==> src/rtl/rr_index_arbiter_if.sv <==
// rr_index_arbiter_if: request/grant bundle between requesters, arbiter and 4-to-16 decode stage.
//   req[15:0]    requester request lines (level)
//   out_ready    decode stage accepts A
//   A[3:0]       granted index, registered
//   out_valid    A holds a valid grant
//   ack[15:0]    one-cycle one-hot acknowledge to the served requester
//   count[7:0]   completed handshakes, modulo 256
interface rr_index_arbiter_if;
  logic [15:0] req;
  logic        out_ready;
  logic [3:0]  A;
  logic        out_valid;
  logic [15:0] ack;
  logic [7:0]  count;
  modport master (input req, out_ready, output A, out_valid, ack, count);
  modport slave (output req, out_ready, input A, out_valid, ack, count);
endinterface

==> src/rtl/rr_index_arbiter.sv <==
// rr_index_arbiter: 16-way arbiter emitting a registered binary grant index with valid/ready handshake.
//   clk  rising-edge clock
//   rst  synchronous active-high reset
//   bus  rr_index_arbiter_if.master (req/out_ready in, A/out_valid/ack/count out)
//   PRIO_FIXED  0 = round-robin after last served index, 1 = lowest eligible index wins
module rr_index_arbiter #(
  parameter int PRIO_FIXED = 0
) (
  input logic clk,
  input logic rst,
  rr_index_arbiter_if.master bus
);
  typedef enum logic {IDLE, OFFER} state_t;
  state_t      state;
  logic [3:0]  ptr;
  logic [3:0]  rr_idx;
  logic [3:0]  fx_idx;
  logic [3:0]  win;
  logic [15:0] eligible;
  // the requester being acknowledged this cycle is excluded from the next grant
  assign eligible = bus.req & ~bus.ack;
  // descending loops leave the highest-priority hit as the final assignment;
  // offset 16 wraps to ptr itself, so the last served index ranks last
  always_comb begin
    rr_idx = 4'd0;
    fx_idx = 4'd0;
    for (int i = 16; i >= 1; i--)
      if (eligible[4'(ptr + 4'(i))]) rr_idx = 4'(ptr + 4'(i));
    for (int i = 15; i >= 0; i--)
      if (eligible[i]) fx_idx = 4'(i);
  end
  assign win = (PRIO_FIXED != 0) ? fx_idx : rr_idx;
  always_ff @(posedge clk) begin
    if (rst) begin
      state         <= IDLE;
      ptr           <= 4'hF;
      bus.A         <= 4'd0;
      bus.out_valid <= 1'b0;
      bus.ack       <= 16'h0;
      bus.count     <= 8'd0;
    end else begin
      bus.ack <= 16'h0;
      if (state == IDLE) begin
        if (|eligible) begin
          bus.A         <= win;
          bus.out_valid <= 1'b1;
          state         <= OFFER;
        end
      end else if (bus.out_ready) begin
        ptr           <= bus.A;
        bus.ack       <= 16'd1 << bus.A;
        bus.count     <= bus.count + 8'd1;
        bus.out_valid <= 1'b0;
        state         <= IDLE;
      end
    end
  end
endmodule

==> src/flat_wrapper.sv <==
// flat-port wrapper written by rule: the top's interface ports become plain ports
module rr_index_arbiter_flat 
#(
  parameter int PRIO_FIXED = 0
)
  (clk, rst, bus_req, bus_out_ready, bus_A, bus_out_valid, bus_ack, bus_count);
  rr_index_arbiter_if bus_i ();
  input logic clk;
  input logic rst;
  input wire logic [$bits(bus_i.req)-1:0] bus_req;
  input wire logic [$bits(bus_i.out_ready)-1:0] bus_out_ready;
  output wire logic [$bits(bus_i.A)-1:0] bus_A;
  output wire logic [$bits(bus_i.out_valid)-1:0] bus_out_valid;
  output wire logic [$bits(bus_i.ack)-1:0] bus_ack;
  output wire logic [$bits(bus_i.count)-1:0] bus_count;
  assign bus_i.req = bus_req;
  assign bus_i.out_ready = bus_out_ready;
  assign bus_A = bus_i.A;
  assign bus_out_valid = bus_i.out_valid;
  assign bus_ack = bus_i.ack;
  assign bus_count = bus_i.count;
  rr_index_arbiter #(.PRIO_FIXED(PRIO_FIXED)) u_core (.clk(clk), .rst(rst), .bus(bus_i));
endmodule
==> config.mk <==
export PLATFORM = sky130hd
export DESIGN_NAME = rr_index_arbiter_flat
export DESIGN_NICKNAME = d
export VERILOG_FILES = /design/src/rtl/rr_index_arbiter_if.sv /design/src/rtl/rr_index_arbiter.sv /design/src/flat_wrapper.sv
export SDC_FILE = /design/constraint.sdc
export NUM_CORES = 1
export LEC_CHECK = 0
export BUFFER_PORTS_ARGS = -buffer_cell sky130_fd_sc_hd__buf_4
export CAP_MARGIN = 20
export CORE_UTILIZATION = 49
export CTS_CLUSTER_SIZE = 14
export DETAILED_ROUTE_END_ITERATION = 8
export PLACE_DENSITY = 0.71
export SLEW_MARGIN = 20
export SYNTH_ARGS = -nofsm -noshare
export SYNTH_HDL_FRONTEND = slang
export SYNTH_SLANG_ARGS = --single-unit
==> constraint.sdc <==
create_clock -name clk -period 4 [get_ports clk]
set_clock_uncertainty 0.05 [all_clocks]
set_input_delay 0.4 -clock clk [delete_from_list [all_inputs] [get_ports clk]]
set_output_delay 0.4 -clock clk [all_outputs]
set_load 0.02 [all_outputs]
==> results.sh <==
export IMPL_cts_root_buf="clkbuf_8"
export IMPL_gr_total_overflow=0
export IMPL_num_io_pins=48
export IMPL_drive_gt1_frac=0.247
export IMPL_fin_util=0.581
export IMPL_power_internal_uw=842
export IMPL_cts_buffers=5
export IMPL_worst_pin_slew_ps=906
export IMPL_diodes=0
export IMPL_yosys_register_bits=34
export IMPL_rsz0062_at_grt="false"
export IMPL_setup_slack_ps=310
export IMPL_vias=3641
export IMPL_crit_required_ps=4080
export IMPL_post_dp_cell_area_sq_um=4150
export IMPL_p_per_area_nw_per_um2=358
export IMPL_ys_warn_count=0
export IMPL_nets=488
export IMPL_hp_class="in -> reg"
export IMPL_core_sq_um=7290
export IMPL_max_clock_freq_mhz=271
export IMPL_synthFlopType="dfxtp_1"
export IMPL_syn_inst=418
export IMPL_setup_violations=0
export IMPL_ir_worst_vdd_v=0.000267
export IMPL_port_buffers=47
export IMPL_post_synth_top_count_cell="nand2_1"
export IMPL_power_switching_uw=676
export IMPL_firstDrtPassIters=5
export IMPL_synth_top_area_cell="dfxtp_1"
export IMPL_final_setup_tns_ps=0
export IMPL_grt_total_usage=0.310
export IMPL_rows=31
export IMPL_period_share=0.922
export IMPL_synthTopCellsByCount="52 x nand2_1, 39 x nor2_1, 34 x dfxtp_1"
export IMPL_dp_slack_ps=514
export IMPL_antenna_found_initial=0
export IMPL_grt_pass1_vias=3442
export IMPL_detail_route_wl_per_cell_um=20.4
export IMPL_crit_path_end_kind="flip-flop"
export IMPL_synth_seq_area_share=0.183
export IMPL_synth_edf_count=0
export IMPL_clkTransAtPathRegs_ps=70
export IMPL_final_design_area_no_fill_sq_um=4240
export IMPL_wirelength_um=11400
export IMPL_slew_headroom=0.381
export IMPL_place_congestion=0.987
export IMPL_ant_nets=0
export IMPL_holdBufCountCts=0
export IMPL_netlist_area_sq_um=3710
export IMPL_slew_violations=0
export IMPL_hold_viol=0
export IMPL_syn_to_final_growth_pct=14.1
export IMPL_synthTopCellsByArea="dfxtp_1 18%, mux4_2 15%, nand2_1 5.3%, mux2i_1 5.1%, nor2_1 3.9%"
export IMPL_syn_num_nets=445
export IMPL_synth_async_reset_ratio=0
export IMPL_r2r_slack_ps=310
export IMPL_arrival_ps=3770
export IMPL_nFillCells=697
export IMPL_dp_hpwl_um=8510
export IMPL_clockBufferDepth=2
export IMPL_ys_types=65
export IMPL_cp_max_fo=9
export IMPL_ctsResizeCount=0
export IMPL_die_w_um=89.0
export IMPL_seqPwrFrac=0.258
export IMPL_syn_avg_cell_area_sq_um=8.88
export IMPL_floorplan_initialDensity=0.509
export IMPL_via_per_inst=6.50
export IMPL_fp_dieArea_sq_um=7930
export IMPL_grt_pass1_wl_um=18500
export IMPL_status="finished, final reports clean"
export IMPL_dp_cells=553
export IMPL_p_comb_frac=0.577
export IMPL_worstSkewPairLatency_ps=290
export IMPL_grt_max_degree=37
export IMPL_netlist_area_leader_share=0.183
export IMPL_p_sw_frac=0.445
export IMPL_drc_errors=0
export IMPL_drt_initial_drc_count=346
export IMPL_cts_sinks=34
export IMPL_power_clock_fraction=0.165
export IMPL_start_kind="flip-flop"
export IMPL_crit_type="reg -> reg"
export IMPL_p_leak_uw=0.00168
export IMPL_instances_no_fill=560
export IMPL_htree_levels=2
export IMPL_cts_tree="yes"
export IMPL_die_h_um=89.0
export IMPL_final_min_clock_period_ps=3690
export IMPL_maxCapViolCount=0
export IMPL_cts_setup_buffers=0
==> cell type report <==
cell class              count  area [sq um]  area share
well taps                  99           124      0.0292
inverters                  11          41.3     0.00975
clock buffers               5          68.8      0.0162
flip-flops and latches     34           681       0.161
repair buffers             58           435       0.103
multi-input cells         351          2870       0.678
clock inverters             2          15.0     0.00354
==> critical path: stages (launching register included) <==
cell and delay [ps]:
dfxtp_1 340, inv_2 100, ha_1 270, xnor2_4 360, mux4_1 610, mux2_4 340
nand2_1 90, and2_1 220, o21ai_0 100, a2111oi_0 830, a31oi_1 210
==> registers in the layout, indices dropped and copies added (netlist names) <==
signal / cells
u_core.bus.A: 4
u_core.bus.ack: 16
u_core.bus.count: 8
u_core.bus.out_valid: 1
u_core.ptr: 4
u_core.state: 1
==> cells by family after synthesis <==
family | Yosys count | synth area share
compound gates | 84 | 0.158
xor+xnor | 19 | 0.0549
fa+ha+maj | 8 | 0.0270
buf+inv | 33 | 0.0431
flops | 34 | 0.183
mux | 63 | 0.290
simple gates | 177 | 0.243
==> cells in the final DEF, fill, tap and decap left out, types with 7 or more instances in the layout <==
| cell type | count |
|---|---|
| a21oi_1 | 16 |
| buf_4 | 58 |
| dfxtp_1 | 34 |
| ha_1 | 8 |
| inv_1 | 7 |
| mux2_2 | 9 |
| mux2i_1 | 19 |
| mux4_2 | 25 |
| nand2_1 | 52 |
| nand2b_1 | 11 |
| nor2_1 | 39 |
| nor2b_1 | 20 |
| nor3_1 | 10 |
| nor4_1 | 9 |
| o21ai_0 | 16 |
| xnor2_1 | 10 |
| xor2_1 | 7 |
==> power by group through the flow <==
stage	combinational [uW]	sequential (uW)	clock (uW)
2_1_floorplan	631	395	0
4_1_cts	850	391	255
6_report	877	391	250
3_5_place_dp	847	399	0
3_3_place_gp	847	398	0
5_1_grt	932	395	267
==> final timing paths <==
kind | to | cells after the start | startpoint
setup / recovery | u_core.bus.A[1]$_SDFFE_PP0P_ | 10 | u_core.ptr[1]$_SDFFE_PP1P_
hold reg to reg | u_core.bus.count[7]$_SDFFE_PP0P_ | 2 | u_core.bus.count[7]$_SDFFE_PP0P_
hold / removal | u_core.bus.count[3]$_SDFFE_PP0P_ | 2 | rst
setup reg to reg | u_core.bus.A[1]$_SDFFE_PP0P_ | 10 | u_core.ptr[1]$_SDFFE_PP1P_
==> routing by layer <==
layer / part of all wire / global-route usage
met3: 0.093 / 0.0609
met5: 0 / 0
met4: 0.034 / 0.114
met2: 0.44 / 0.470
met1: 0.44 / 0.439
==> metrics by stage <==
stage | hold slack, ps | power, uW
finish | 391 | 1520
global placement | 418 | 1250
CTS | 382 | 1500
detailed placement | 430 | 1250
floorplan | 440 | 1030
global route | 394 | 1590
(Power assumes the default switching activity.)
